<file path="config.mk">
export PLATFORM = sky130hd
export DESIGN_NAME = apb_protocol_monitor_flat
export DESIGN_NICKNAME = d
export VERILOG_FILES = /design/src/rtl/apb_mon_pkg.sv /design/src/rtl/apb_protocol_monitor_if.sv /design/src/rtl/sat_counter.sv /design/src/rtl/apb_protocol_monitor.sv /design/src/flat_wrapper.sv
export SDC_FILE = /design/constraint.sdc
export NUM_CORES = 1
export LEC_CHECK = 0
export ABC_CLOCK_PERIOD_IN_PS = 10500
export CORE_MARGIN = 2
export CORE_UTILIZATION = 33
export DETAILED_ROUTE_END_ITERATION = 10
export HOLD_SLACK_MARGIN = 0.05
export PLACE_DENSITY = 0.54
export SLEW_MARGIN = 20
export SYNTH_ARGS = -nofsm -noshare
export SYNTH_HDL_FRONTEND = slang
export SYNTH_SLANG_ARGS = --single-unit
</file>
<file path="constraint.sdc">
create_clock -name HCLK -period 10.5 [get_ports HCLK]
set_clock_uncertainty 0.2 [all_clocks]
set_input_delay 3.15 -clock HCLK [delete_from_list [all_inputs] [get_ports HCLK]]
set_output_delay 3.15 -clock HCLK [all_outputs]
set_load 0.02 [all_outputs]
</file>
<file path="src/rtl/apb_mon_pkg.sv">
// Shared types and helpers for the APB protocol monitor.
package apb_mon_pkg;

  // Number of distinct protocol violations the monitor tracks.
  localparam int N_ERR = 6;

  // Monitor view of the transfer phase.
  typedef enum logic [1:0] {
    IDLE   = 2'd0,
    SETUP  = 2'd1,
    ACCESS = 2'd2
  } state_t;

  // Bit position of each violation in err_flags; also the err_code value.
  typedef enum logic [2:0] {
    ERR_ENABLE_NO_SEL   = 3'd0,
    ERR_MULTI_SEL       = 3'd1,
    ERR_NO_ENABLE       = 3'd2,
    ERR_ENABLE_IN_SETUP = 3'd3,
    ERR_UNSTABLE        = 3'd4,
    ERR_TIMEOUT         = 3'd5
  } err_idx_e;

  // Index of the lowest set violation bit (0 when none is set).
  function automatic logic [2:0] lowest_err(input logic [N_ERR-1:0] v);
    logic [2:0] code;
    code = '0;
    for (int i = N_ERR - 1; i >= 0; i--) begin
      if (v[i]) code = 3'(i);
    end
    return code;
  endfunction

endpackage

</file>
<file path="src/rtl/apb_protocol_monitor_if.sv">
// APB bus signal bundle with master, slave and passive monitor views.
interface apb_protocol_monitor_if #(
  parameter int NUM_SLAVES = 4,
  parameter int ADDR_WIDTH = 32,
  parameter int DATA_WIDTH = 32
);

  logic [NUM_SLAVES-1:0] PSEL;
  logic                  PENABLE;
  logic [ADDR_WIDTH-1:0] PADDR;
  logic                  PWRITE;
  logic [DATA_WIDTH-1:0] PWDATA;
  logic                  PREADY;
  logic                  PSLVERR;

  modport master (
    output PSEL, PENABLE, PADDR, PWRITE, PWDATA,
    input  PREADY, PSLVERR
  );

  modport slave (
    input  PSEL, PENABLE, PADDR, PWRITE, PWDATA,
    output PREADY, PSLVERR
  );

  // Passive observer: every signal is an input.
  modport monitor (
    input PSEL, PENABLE, PADDR, PWRITE, PWDATA, PREADY, PSLVERR
  );

endinterface

</file>
<file path="src/rtl/sat_counter.sv">
// Saturating up-counter with synchronous clear; an increment coinciding
// with clear is kept, so the count restarts at one.
module sat_counter #(
  parameter int WIDTH = 16
) (
  input  logic             HCLK,
  input  logic             HRESET,
  input  logic             clr,
  input  logic             inc,
  output logic [WIDTH-1:0] count
);

  logic [WIDTH-1:0] count_reg;

  // Count register: reset, clear-with-retain, or saturating increment.
  always_ff @(posedge HCLK) begin
    if (HRESET) begin
      count_reg <= '0;
    end else if (clr) begin
      count_reg <= {{(WIDTH-1){1'b0}}, inc};
    end else if (inc && (count_reg != {WIDTH{1'b1}})) begin
      count_reg <= count_reg + 1'b1;
    end
  end

  assign count = count_reg;

endmodule

</file>
<file path="src/rtl/apb_protocol_monitor.sv">
// Passive APB protocol monitor: follows each transfer through
// SETUP/ACCESS, flags protocol violations (sticky flags plus a one-cycle
// pulse) and keeps saturating counts of transfers, slave errors and
// violation cycles.
//
// The state register records the phase of the previous sampled cycle.
// SETUP means "last cycle was a setup cycle", so the first access cycle
// is evaluated while in SETUP. ACCESS with done_reg set means the last
// cycle completed a transfer; it then behaves like IDLE for the next
// sample, which lets back-to-back transfers start without a gap.
module apb_protocol_monitor
  import apb_mon_pkg::*;
#(
  parameter int ADDR_WIDTH     = 32,
  parameter int DATA_WIDTH     = 32,
  parameter int NUM_SLAVES     = 4,
  parameter int TIMEOUT_CYCLES = 16,
  parameter int CNT_WIDTH      = 16
) (
  input  logic                  HCLK,
  input  logic                  HRESET,
  apb_protocol_monitor_if.monitor bus,
  input  logic                  clear,
  output logic                  busy,
  output logic [N_ERR-1:0]      err_flags,
  output logic                  err_valid,
  output logic [2:0]            err_code,
  output logic [CNT_WIDTH-1:0]  xfer_count,
  output logic [CNT_WIDTH-1:0]  slverr_count,
  output logic [CNT_WIDTH-1:0]  err_count
);

  // Wait counter only needs to reach TIMEOUT_CYCLES before saturating.
  localparam int                WAIT_W    = $clog2(TIMEOUT_CYCLES + 1);
  localparam logic [WAIT_W-1:0] WAIT_LAST = WAIT_W'(TIMEOUT_CYCLES - 1);
  localparam logic [WAIT_W-1:0] WAIT_MAX  = WAIT_W'(TIMEOUT_CYCLES);

  state_t                state_reg, state_next;
  logic                  done_reg, done_next;
  logic                  to_fired_reg, to_fired_next;
  logic [WAIT_W-1:0]     wait_cnt_reg, wait_cnt_next;
  logic [NUM_SLAVES-1:0] cap_sel_reg, cap_sel_next;
  logic [ADDR_WIDTH-1:0] cap_addr_reg, cap_addr_next;
  logic                  cap_write_reg, cap_write_next;
  logic [DATA_WIDTH-1:0] cap_wdata_reg, cap_wdata_next;

  logic [N_ERR-1:0]      err_vec;
  logic [N_ERR-1:0]      err_flags_reg;
  logic                  err_valid_reg;
  logic [2:0]            err_code_reg;

  logic                  sel_any;
  logic                  mismatch;
  logic                  idle_eval;
  logic                  in_access;
  logic                  start_setup;
  logic                  complete;

  assign sel_any  = |bus.PSEL;
  assign mismatch = (bus.PSEL   != cap_sel_reg)   ||
                    (bus.PADDR  != cap_addr_reg)  ||
                    (bus.PWRITE != cap_write_reg) ||
                    (bus.PWDATA != cap_wdata_reg);

  // Phase tracking, violation detection and transfer completion.
  always_comb begin
    state_next     = state_reg;
    done_next      = done_reg;
    to_fired_next  = to_fired_reg;
    wait_cnt_next  = wait_cnt_reg;
    cap_sel_next   = cap_sel_reg;
    cap_addr_next  = cap_addr_reg;
    cap_write_next = cap_write_reg;
    cap_wdata_next = cap_wdata_reg;
    err_vec        = '0;
    idle_eval      = 1'b0;
    in_access      = 1'b0;
    start_setup    = 1'b0;
    complete       = 1'b0;

    // Bus-wide checks, independent of the phase.
    err_vec[ERR_ENABLE_NO_SEL] = bus.PENABLE & ~sel_any;
    err_vec[ERR_MULTI_SEL]     = ($countones(bus.PSEL) > 1);

    // Classify the current sample from the previous phase.
    case (state_reg)
      IDLE:    idle_eval = 1'b1;
      SETUP: begin
        if (bus.PENABLE) begin
          in_access = 1'b1;
        end else begin
          err_vec[ERR_NO_ENABLE] = 1'b1;
          if (sel_any) start_setup = 1'b1;
          else         state_next  = IDLE;
        end
      end
      ACCESS: begin
        if (done_reg) idle_eval = 1'b1;
        else          in_access = 1'b1;
      end
      default: state_next = IDLE;
    endcase

    // Between transfers: a new select either opens a setup phase or is
    // illegally accompanied by PENABLE.
    if (idle_eval) begin
      state_next = IDLE;
      done_next  = 1'b0;
      if (sel_any && !bus.PENABLE)     start_setup = 1'b1;
      else if (sel_any && bus.PENABLE) err_vec[ERR_ENABLE_IN_SETUP] = 1'b1;
    end

    // Access cycle: check stability, completion and the wait budget.
    if (in_access) begin
      state_next = ACCESS;
      done_next  = 1'b0;
      if (!sel_any) begin
        err_vec[ERR_UNSTABLE] = 1'b1;
        state_next            = IDLE;
      end else begin
        if (mismatch) err_vec[ERR_UNSTABLE] = 1'b1;
        if (bus.PENABLE && bus.PREADY) begin
          complete  = 1'b1;
          done_next = 1'b1;
        end else if (!bus.PREADY) begin
          if ((wait_cnt_reg == WAIT_LAST) && !to_fired_reg) begin
            err_vec[ERR_TIMEOUT] = 1'b1;
            to_fired_next        = 1'b1;
          end
          if (wait_cnt_reg != WAIT_MAX) wait_cnt_next = wait_cnt_reg + 1'b1;
        end
      end
    end

    // New setup phase: capture the address/control for the stability check.
    if (start_setup) begin
      state_next     = SETUP;
      done_next      = 1'b0;
      to_fired_next  = 1'b0;
      wait_cnt_next  = '0;
      cap_sel_next   = bus.PSEL;
      cap_addr_next  = bus.PADDR;
      cap_write_next = bus.PWRITE;
      cap_wdata_next = bus.PWDATA;
    end
  end

  // FSM and captured-transfer registers.
  always_ff @(posedge HCLK) begin
    if (HRESET) begin
      state_reg     <= IDLE;
      done_reg      <= 1'b0;
      to_fired_reg  <= 1'b0;
      wait_cnt_reg  <= '0;
      cap_sel_reg   <= '0;
      cap_addr_reg  <= '0;
      cap_write_reg <= 1'b0;
      cap_wdata_reg <= '0;
    end else begin
      state_reg     <= state_next;
      done_reg      <= done_next;
      to_fired_reg  <= to_fired_next;
      wait_cnt_reg  <= wait_cnt_next;
      cap_sel_reg   <= cap_sel_next;
      cap_addr_reg  <= cap_addr_next;
      cap_write_reg <= cap_write_next;
      cap_wdata_reg <= cap_wdata_next;
    end
  end

  // Error reporting: sticky flags (clear keeps same-cycle violations),
  // one-cycle pulse and lowest-index code.
  always_ff @(posedge HCLK) begin
    if (HRESET) begin
      err_flags_reg <= '0;
      err_valid_reg <= 1'b0;
      err_code_reg  <= '0;
    end else begin
      err_flags_reg <= clear ? err_vec : (err_flags_reg | err_vec);
      err_valid_reg <= |err_vec;
      err_code_reg  <= (|err_vec) ? lowest_err(err_vec) : 3'd0;
    end
  end

  // Counters: index 0 transfers, 1 slave errors, 2 violation cycles.
  logic [2:0]           cnt_inc;
  logic [CNT_WIDTH-1:0] cnt_val [3];

  assign cnt_inc = {|err_vec, complete & bus.PSLVERR, complete};

  genvar gi;
  generate
    for (gi = 0; gi < 3; gi++) begin : g_cnt
      sat_counter #(
        .WIDTH (CNT_WIDTH)
      ) u_cnt (
        .HCLK   (HCLK),
        .HRESET (HRESET),
        .clr    (clear),
        .inc    (cnt_inc[gi]),
        .count  (cnt_val[gi])
      );
    end
  endgenerate

  assign busy         = (state_reg != IDLE);
  assign err_flags    = err_flags_reg;
  assign err_valid    = err_valid_reg;
  assign err_code     = err_code_reg;
  assign xfer_count   = cnt_val[0];
  assign slverr_count = cnt_val[1];
  assign err_count    = cnt_val[2];

endmodule

</file>
<file path="src/flat_wrapper.sv">
// flat-port wrapper written by rule: the top's interface ports become plain ports
module apb_protocol_monitor_flat import apb_mon_pkg::*;
#(
  parameter int ADDR_WIDTH     = 32,
  parameter int DATA_WIDTH     = 32,
  parameter int NUM_SLAVES     = 4,
  parameter int TIMEOUT_CYCLES = 16,
  parameter int CNT_WIDTH      = 16
)
  (HCLK, HRESET, clear, busy, err_flags, err_valid, err_code, xfer_count, slverr_count, err_count, bus_PSEL, bus_PENABLE, bus_PADDR, bus_PWRITE, bus_PWDATA, bus_PREADY, bus_PSLVERR);
  apb_protocol_monitor_if #(.NUM_SLAVES(NUM_SLAVES), .ADDR_WIDTH(ADDR_WIDTH), .DATA_WIDTH(DATA_WIDTH)) bus_i ();
  input  logic HCLK;
  input  logic HRESET;
  input  logic clear;
  output logic busy;
  output logic [N_ERR-1:0] err_flags;
  output logic err_valid;
  output logic [2:0] err_code;
  output logic [CNT_WIDTH-1:0] xfer_count;
  output logic [CNT_WIDTH-1:0] slverr_count;
  output logic [CNT_WIDTH-1:0] err_count;
  input wire logic [$bits(bus_i.PSEL)-1:0] bus_PSEL;
  input wire logic [$bits(bus_i.PENABLE)-1:0] bus_PENABLE;
  input wire logic [$bits(bus_i.PADDR)-1:0] bus_PADDR;
  input wire logic [$bits(bus_i.PWRITE)-1:0] bus_PWRITE;
  input wire logic [$bits(bus_i.PWDATA)-1:0] bus_PWDATA;
  input wire logic [$bits(bus_i.PREADY)-1:0] bus_PREADY;
  input wire logic [$bits(bus_i.PSLVERR)-1:0] bus_PSLVERR;
  assign bus_i.PSEL = bus_PSEL;
  assign bus_i.PENABLE = bus_PENABLE;
  assign bus_i.PADDR = bus_PADDR;
  assign bus_i.PWRITE = bus_PWRITE;
  assign bus_i.PWDATA = bus_PWDATA;
  assign bus_i.PREADY = bus_PREADY;
  assign bus_i.PSLVERR = bus_PSLVERR;
  apb_protocol_monitor #(.ADDR_WIDTH(ADDR_WIDTH), .DATA_WIDTH(DATA_WIDTH), .NUM_SLAVES(NUM_SLAVES), .TIMEOUT_CYCLES(TIMEOUT_CYCLES), .CNT_WIDTH(CNT_WIDTH)) u_core (.HCLK(HCLK), .HRESET(HRESET), .bus(bus_i), .clear(clear), .busy(busy), .err_flags(err_flags), .err_valid(err_valid), .err_code(err_code), .xfer_count(xfer_count), .slverr_count(slverr_count), .err_count(err_count));
endmodule
</file>
# [After elaboration in Yosys (flattened, before gate mapping)]
# Index checks and enable logic that the tools add are counted.
[totals] regBits=136 in_bits=75 elab_cells=128
[classes] add_sub_neg=7 n_lt_le_gt_ge=1 n_eq_ne=17 n_mux=46 bitwise=7 reduce_logical=30
[op_table] op="$ne 32x32->1" n=2
[op_table] op="$add 16x1->16 const B" n=3
[op_table] op="$ne 16x16->1 const B" n=3
[op_table] op="$add 32x32->32" n=1
[op_table] op="$gt 32x2->1 const B" n=1
[op_table] op="$mux 1" n=32
[op_table] op="$mux 2" n=8
[op_table] op="$reduce_or 6->1" n=2
[op_table] op="$ne 5x5->1 const B" n=2
[op_table] op="$reduce_and 5->1" n=2
[op_table] op="$reduce_bool 2->1" n=5
[op_table] op="$reduce_or 4->1" n=2
[op_table] op="$logic_and 1x1->1" n=7
[op_table] op="$mux 3" n=2
[op_table] op="$mux 6" n=1
[op_table] op="$or 6x6->6" n=1
[op_table] op="$reduce_and 3->1" n=2
[op_table] op="$reduce_or 2->1" n=3
[op_table] op="$add 5x1->5 const B" n=1
[op_table] op="$eq 5x4->1 const B" n=1
[op_table] op="$ne 5x2->1 const B" n=1
[op_table] op="$add 1x1->2" n=2
[op_table] op="$ne 4x1->1 const B" n=1
[op_table] op="$ne 4x2->1 const B" n=1
[op_table] op="other kinds (14)" n=22

# [Logic depth before layout (Yosys ltp)]
[depth] ltp_word=12 depth_mapped=12 mapped_depth_nobuf=10

# [By module]
# A second synthesis with hierarchy kept.
[unflattened] hier_cells=795 hier_area_um2=6591.3
[modules_own_cells] module="apb_protocol_monitor" instances=1 cells_per_inst=509 area_each_um2=4081.4 seq_area_each_um2=1761.7
[modules_own_cells] module="sat_counter (u_core.g_cnt[0].u_cnt ...)" instances=2 cells_per_inst=93 area_each_um2=810.8 seq_area_each_um2=320.3
[modules_own_cells] module="sat_counter (u_core.g_cnt[2].u_cnt)" instances=1 cells_per_inst=100 area_each_um2=888.4 seq_area_each_um2=320.3

# [Least setup slack after synthesis]
# Ideal clock, no wire load.
[synth_path] path_kind="in2reg" startpoint="input port bus_PSEL[0]" endpoint="register u_core.g_cnt[2].u_cnt.count_reg[6]" setup_ns=0.069 arrival_time_ns=5.337 path_slack_ns=4.895 stages=11 path_buffers=1 path_cell_list="inv_1 > ha_1 > and2_1 > fa_1 > nor2_1 > nand2_1 > nor2_1 > a31o_2 > buf_2 > or4_1 > a21oi_2"
[synth_via] elab_chain_cells=9 word_cells_on_any_way=21
[synth_rtl] item="start: declaration" line_no="flat_wrapper.sv:22" source="input wire logic [$bits(bus_i.PSEL)-1:0] bus_PSEL;"
[synth_rtl] item="branches (longest 7 deep; another with $add 32x32->32)"
[synth_rtl] item="$reduce_or 6->1 *" line_no="apb_protocol_monitor.sv:189" source="assign cnt_inc = {|err_vec, complete & bus.PSLVERR, complete};"
[synth_rtl] item="$logic_and 1x1->1 *" line_no="sat_counter.sv:21" source="end else if (inc && (count_reg != {WIDTH{1'b1}})) begin"
[synth_rtl] item="end signal: assignment" line_no="sat_counter.sv:20" source="count_reg <= {{(WIDTH-1){1'b0}}, inc};"
[synth_rtl] item="end signal: assignment" line_no="sat_counter.sv:22" source="count_reg <= count_reg + 1'b1;"
[synth_rtl] item="end: declaration" line_no="sat_counter.sv:13" source="logic [WIDTH-1:0] count_reg;"
# Every way passes the cells marked *.
# A chain may end at the register's enable or synchronous reset.

# [Worst setup path after layout]
[layout_path] startpoint="input port bus_PSEL[2]" endpoint="register u_core.g_cnt[2].u_cnt.count_reg[6]"
# The elaborated chain is that of the path after synthesis.

==> summary.md <==
| Metric | Value |
|---|---|
| Max Slew Vio Count | `0` |
| Fraction of registers with async set/reset | `0%` |
| Buffers on Ports | `~130` |
| Final TNS setup | `0 ns` |
| Area of the core | `between 0.015 and 0.02 sq mm` |
| Ports | `approximately 130` |
| DRT iter0 DRCs | `approximately 250` |
| Mean Syn Cell Area | `slightly above 8 sq um` |
| Peak Freq | `~170 MHz` |
| Critical Path Start Type | `input pin` |
| Setup CP Type | `in -> reg` |
| CP max-delay cell | `clkdlybuf4s50_1` |
| Post-layout minimum cycle time | `about 6.0 ns` |
| Maximum vdd ir drop | `100 uV` |
| WP buf/inv | `2` |
| CTS sink count | `136` |
| Synth top area share | `between 40% and 50%` |
| Initial Util | `33.6%` |
| Syn nets | `just under 900` |
| Final worst-path cycle share | `57.4%` |
| Area grow syn2layout | `32.8%` |
| Vias in the first global route | `between 5,000 and 6,000` |
| #FFs+latches synth | `136` |
| Row count | `just over 50` |
| Final antenna-violating net count | `0` |
| Routed vias | `~5,700` |
| Max FFs per register | `48` |
| CTS Buf Count | `17` |
| Die H | `145 um` |
| Max cap viols | `0` |
| Max clock buf depth | `2` |
| GR Util All Layers | `around 16%` |
| Wire length of the first global-routing pass | `between 20 and 30 mm` |
| Hold WC Path Type | `reg -> reg` |
| Total leakage power | `slightly above 3 nW` |
| DR WL/cell | `13.6 um` |
| PwrDens | `~150 mW/mm^2` |
| Ranking of synthesized cells by area | `dfxtp_1, nand2_1, xor2_1, a21oi_1, xnor2_1` |
| Top FF cell, synth | `dfxtp_1` |
| Worst-Skew Late Latency | `between 0.4 and 0.5 ns` |
| Count of cell types in the netlist | `between 50 and 60` |
| Largest net degree at the start of global routing | `92` |
| Post-synth EDFFs | `0` |
| Max FO, Critical Path | `29` |
| Unrepaired setup endpoints after global routing | `no` |
| Root buf cell | `clkbuf_16` |
| DP Worst Slack | `4.02 ns` |
| Post-synthesis sequential area ratio | `a little over two fifths` |
| Worst setup margin | `~4.5 ns` |
| Cell Chain, Critical Path | `clkdlybuf4s50_1 -> inv_1 -> ha_1 -> and2_1 -> fa_1 -> nor2_1 -> nand2_1 -> nor2_1 -> a31o_2 -> or4_1 -> a21oi_2` |
| WP data required | `about 11 ns` |
| Fin. Hold Viols | `0` |
| Worst-Margin Slew | `about 1.0 ns` |
| Post-CTS Hold Fix Bufs | `0` |
| Residual DRC count | `0` |
| Post-DP HPWL | `about 11 mm` |
| Antenna violations before repair | `0` |
| Relative slew margins | `a little under a third` |
| Synth area leader | `dfxtp_1` |
| Syn Std Cell Area | `about 0.0065 sq mm` |
| Number of diodes | `0` |
| Critical Path End Type | `flop` |
| GR Overflow Total | `0` |
| Largest stage delay on the critical path | `~0.60 ns` |
| First drt pass iteration count | `4` |
| Die span in x | `about 140 um` |
| Post-CTS Setup Inserts | `0` |
| Total Wirelength | `~16 mm` |
| Cells after synthesis | `799` |
| # resized after CTS | `0` |
| Critical Path AT | `~6 ns` |
| Gpl congestion | `0.786` |
| Status | `complete, no violations` |
| Finish-stage setup viols | `0` |
| H-tree depth | `4` |
| CTS tree | `built` |
| DR vias/cell | `4.79` |
| Layout cells sized above 1 | `under 10%` |
| Clk slew on worst S/H paths | `0.06 ns` |
| Critical Path Most Common Cell | `nor2_1` |
| Top cell family by delay on the critical path | `simple AND/OR/NAND/NOR gates` |
| DIE AREA | `approximately 0.021 sq mm` |
| Reg-to-reg setup timing slack | `~7.4 ns` |
| YS warnings | `0` |
| Fin nets | `roughly 1,000` |
-- per-layer routing --
| layer | up-vias | part of all wire (%) | track usage (%) |
|---|---|---|---|
| li1 | 2974 | - | - |
| met5 | - | 0 | 0 |
| met2 | 127 | 44 | 23.7 |
| met4 | 0 | 0.91 | 5.21 |
| met3 | 11 | 4.3 | 3.69 |
| met1 | 2588 | 51 | 21.9 |
-- power by group --
group	internal, mW	switching (mW)	total (mW)
Sequential	0.537	0.0130	0.550
Clock	0.398	0.236	0.634
Combinational	0.0655	0.0794	0.145
Total	1.00	0.328	1.33
-- worst paths after layout --
path,start,endpoint,cells past startpoint
worst max-delay path,bus_PSEL[2],u_core.g_cnt[2].u_cnt.count[6],11
worst max register to register,u_core.state_reg[1],u_core.g_cnt[2].u_cnt.count[6],9
worst min register to register,u_core.cap_wdata_reg[6],u_core.cap_wdata_reg[6],2
worst min-delay path,u_core.cap_wdata_reg[6],u_core.cap_wdata_reg[6],2
-- cells in the mapped netlist (3+ instances only) --
master,count
a31oi_1,5
nand4_1,13
nand3_1,18
xor2_1,54
o2111ai_1,3
o21ai_0,8
nor2b_1,14
ha_1,13
nor2_1,47
or3_1,6
a21oi_2,9
xnor2_1,26
and3_1,12
and4_1,6
or4_1,13
nor3_1,11
a2111oi_0,4
clkbuf_1,33
inv_1,23
a21oi_1,88
o31ai_1,13
buf_1,5
nor4_1,12
nand2b_1,12
mux2i_1,3
dfxtp_1,136
and2_1,4
nand2_1,167
-- tightest hold or removal path: cells and delay by family, from the launching register on --
family             cells  cell delay, ns
AOI/OAI and AO/OA      1            0.05
DFF                    1            0.31
and+or+nand+nor        1            0.05
-- metrics by stage --
stage | cells | util, % | area, sq um | hold WS (ns) | total power [mW]
finish | 1190 | 44.6 | 8680 | 0.257 | 1.33
global route | 1190 | 44.6 | 8680 | 0.278 | 1.38
CTS | 1190 | 44.6 | 8680 | 0.259 | 1.34
detailed placement | 1158 | 41.4 | 8060 | 0.250 | 0.707
global placement | 1158 | 41.4 | 8060 | 0.243 | 0.706
floorplan | 799 | - | 6540 | 0.236 | 0.644
-- cells in the final DEF (no fill, tap or decap), types with 3 or more instances in the layout --
master | synthesis | final
nor2_1 | 47 | 47
and3_1 | 12 | 12
a21oi_2 | 9 | 9
nand3_1 | 18 | 18
or3_1 | 6 | 6
nor3_1 | 11 | 11
ha_1 | 13 | 13
inv_1 | 23 | 23
clkbuf_16 | 0 | 17
clkinvlp_4 | 0 | 3
clkinv_2 | 0 | 3
nor2b_1 | 14 | 14
a31oi_1 | 5 | 5
o21ai_0 | 8 | 8
buf_4 | 0 | 4
bufinv_16 | 0 | 4
o31ai_1 | 13 | 13
and4_1 | 6 | 6
clkdlybuf4s50_1 | 0 | 132
or4_1 | 13 | 13
o2111ai_1 | 3 | 3
nand2b_1 | 12 | 12
nor4_1 | 12 | 12
and2_1 | 4 | 4
xnor2_1 | 26 | 26
xor2_1 | 54 | 54
nand4_1 | 13 | 13
a2111oi_0 | 4 | 4
nand2_1 | 167 | 167
clkinv_4 | 0 | 3
mux2i_1 | 3 | 3
a21oi_1 | 88 | 88
dfxtp_1 | 136 | 136
-- kinds of logic after synthesis --
logic type	count (synthesis)	share of synthesized area, %
simple gates	346	25.5
flops	136	41.6
buf+inv	65	4.06
xor+xnor	80	10.7
compound gates	155	14.8
fa+ha+maj	14	2.79
mux	3	0.459
-- final cells by class --
cell class / instances / area [sq um]
Clock buffer: 17 / 425
Clock inverter: 15 / 201
Fill cell: 1915 / 10800
Inverter: 23 / 86.3
Multi-Input combinational cell: 598 / 3560
Sequential cell: 136 / 2720
Tap cell: 265 / 332
Timing Repair Buffer: 136 / 1350
Note: power is estimated with default switching activity, not from simulation.
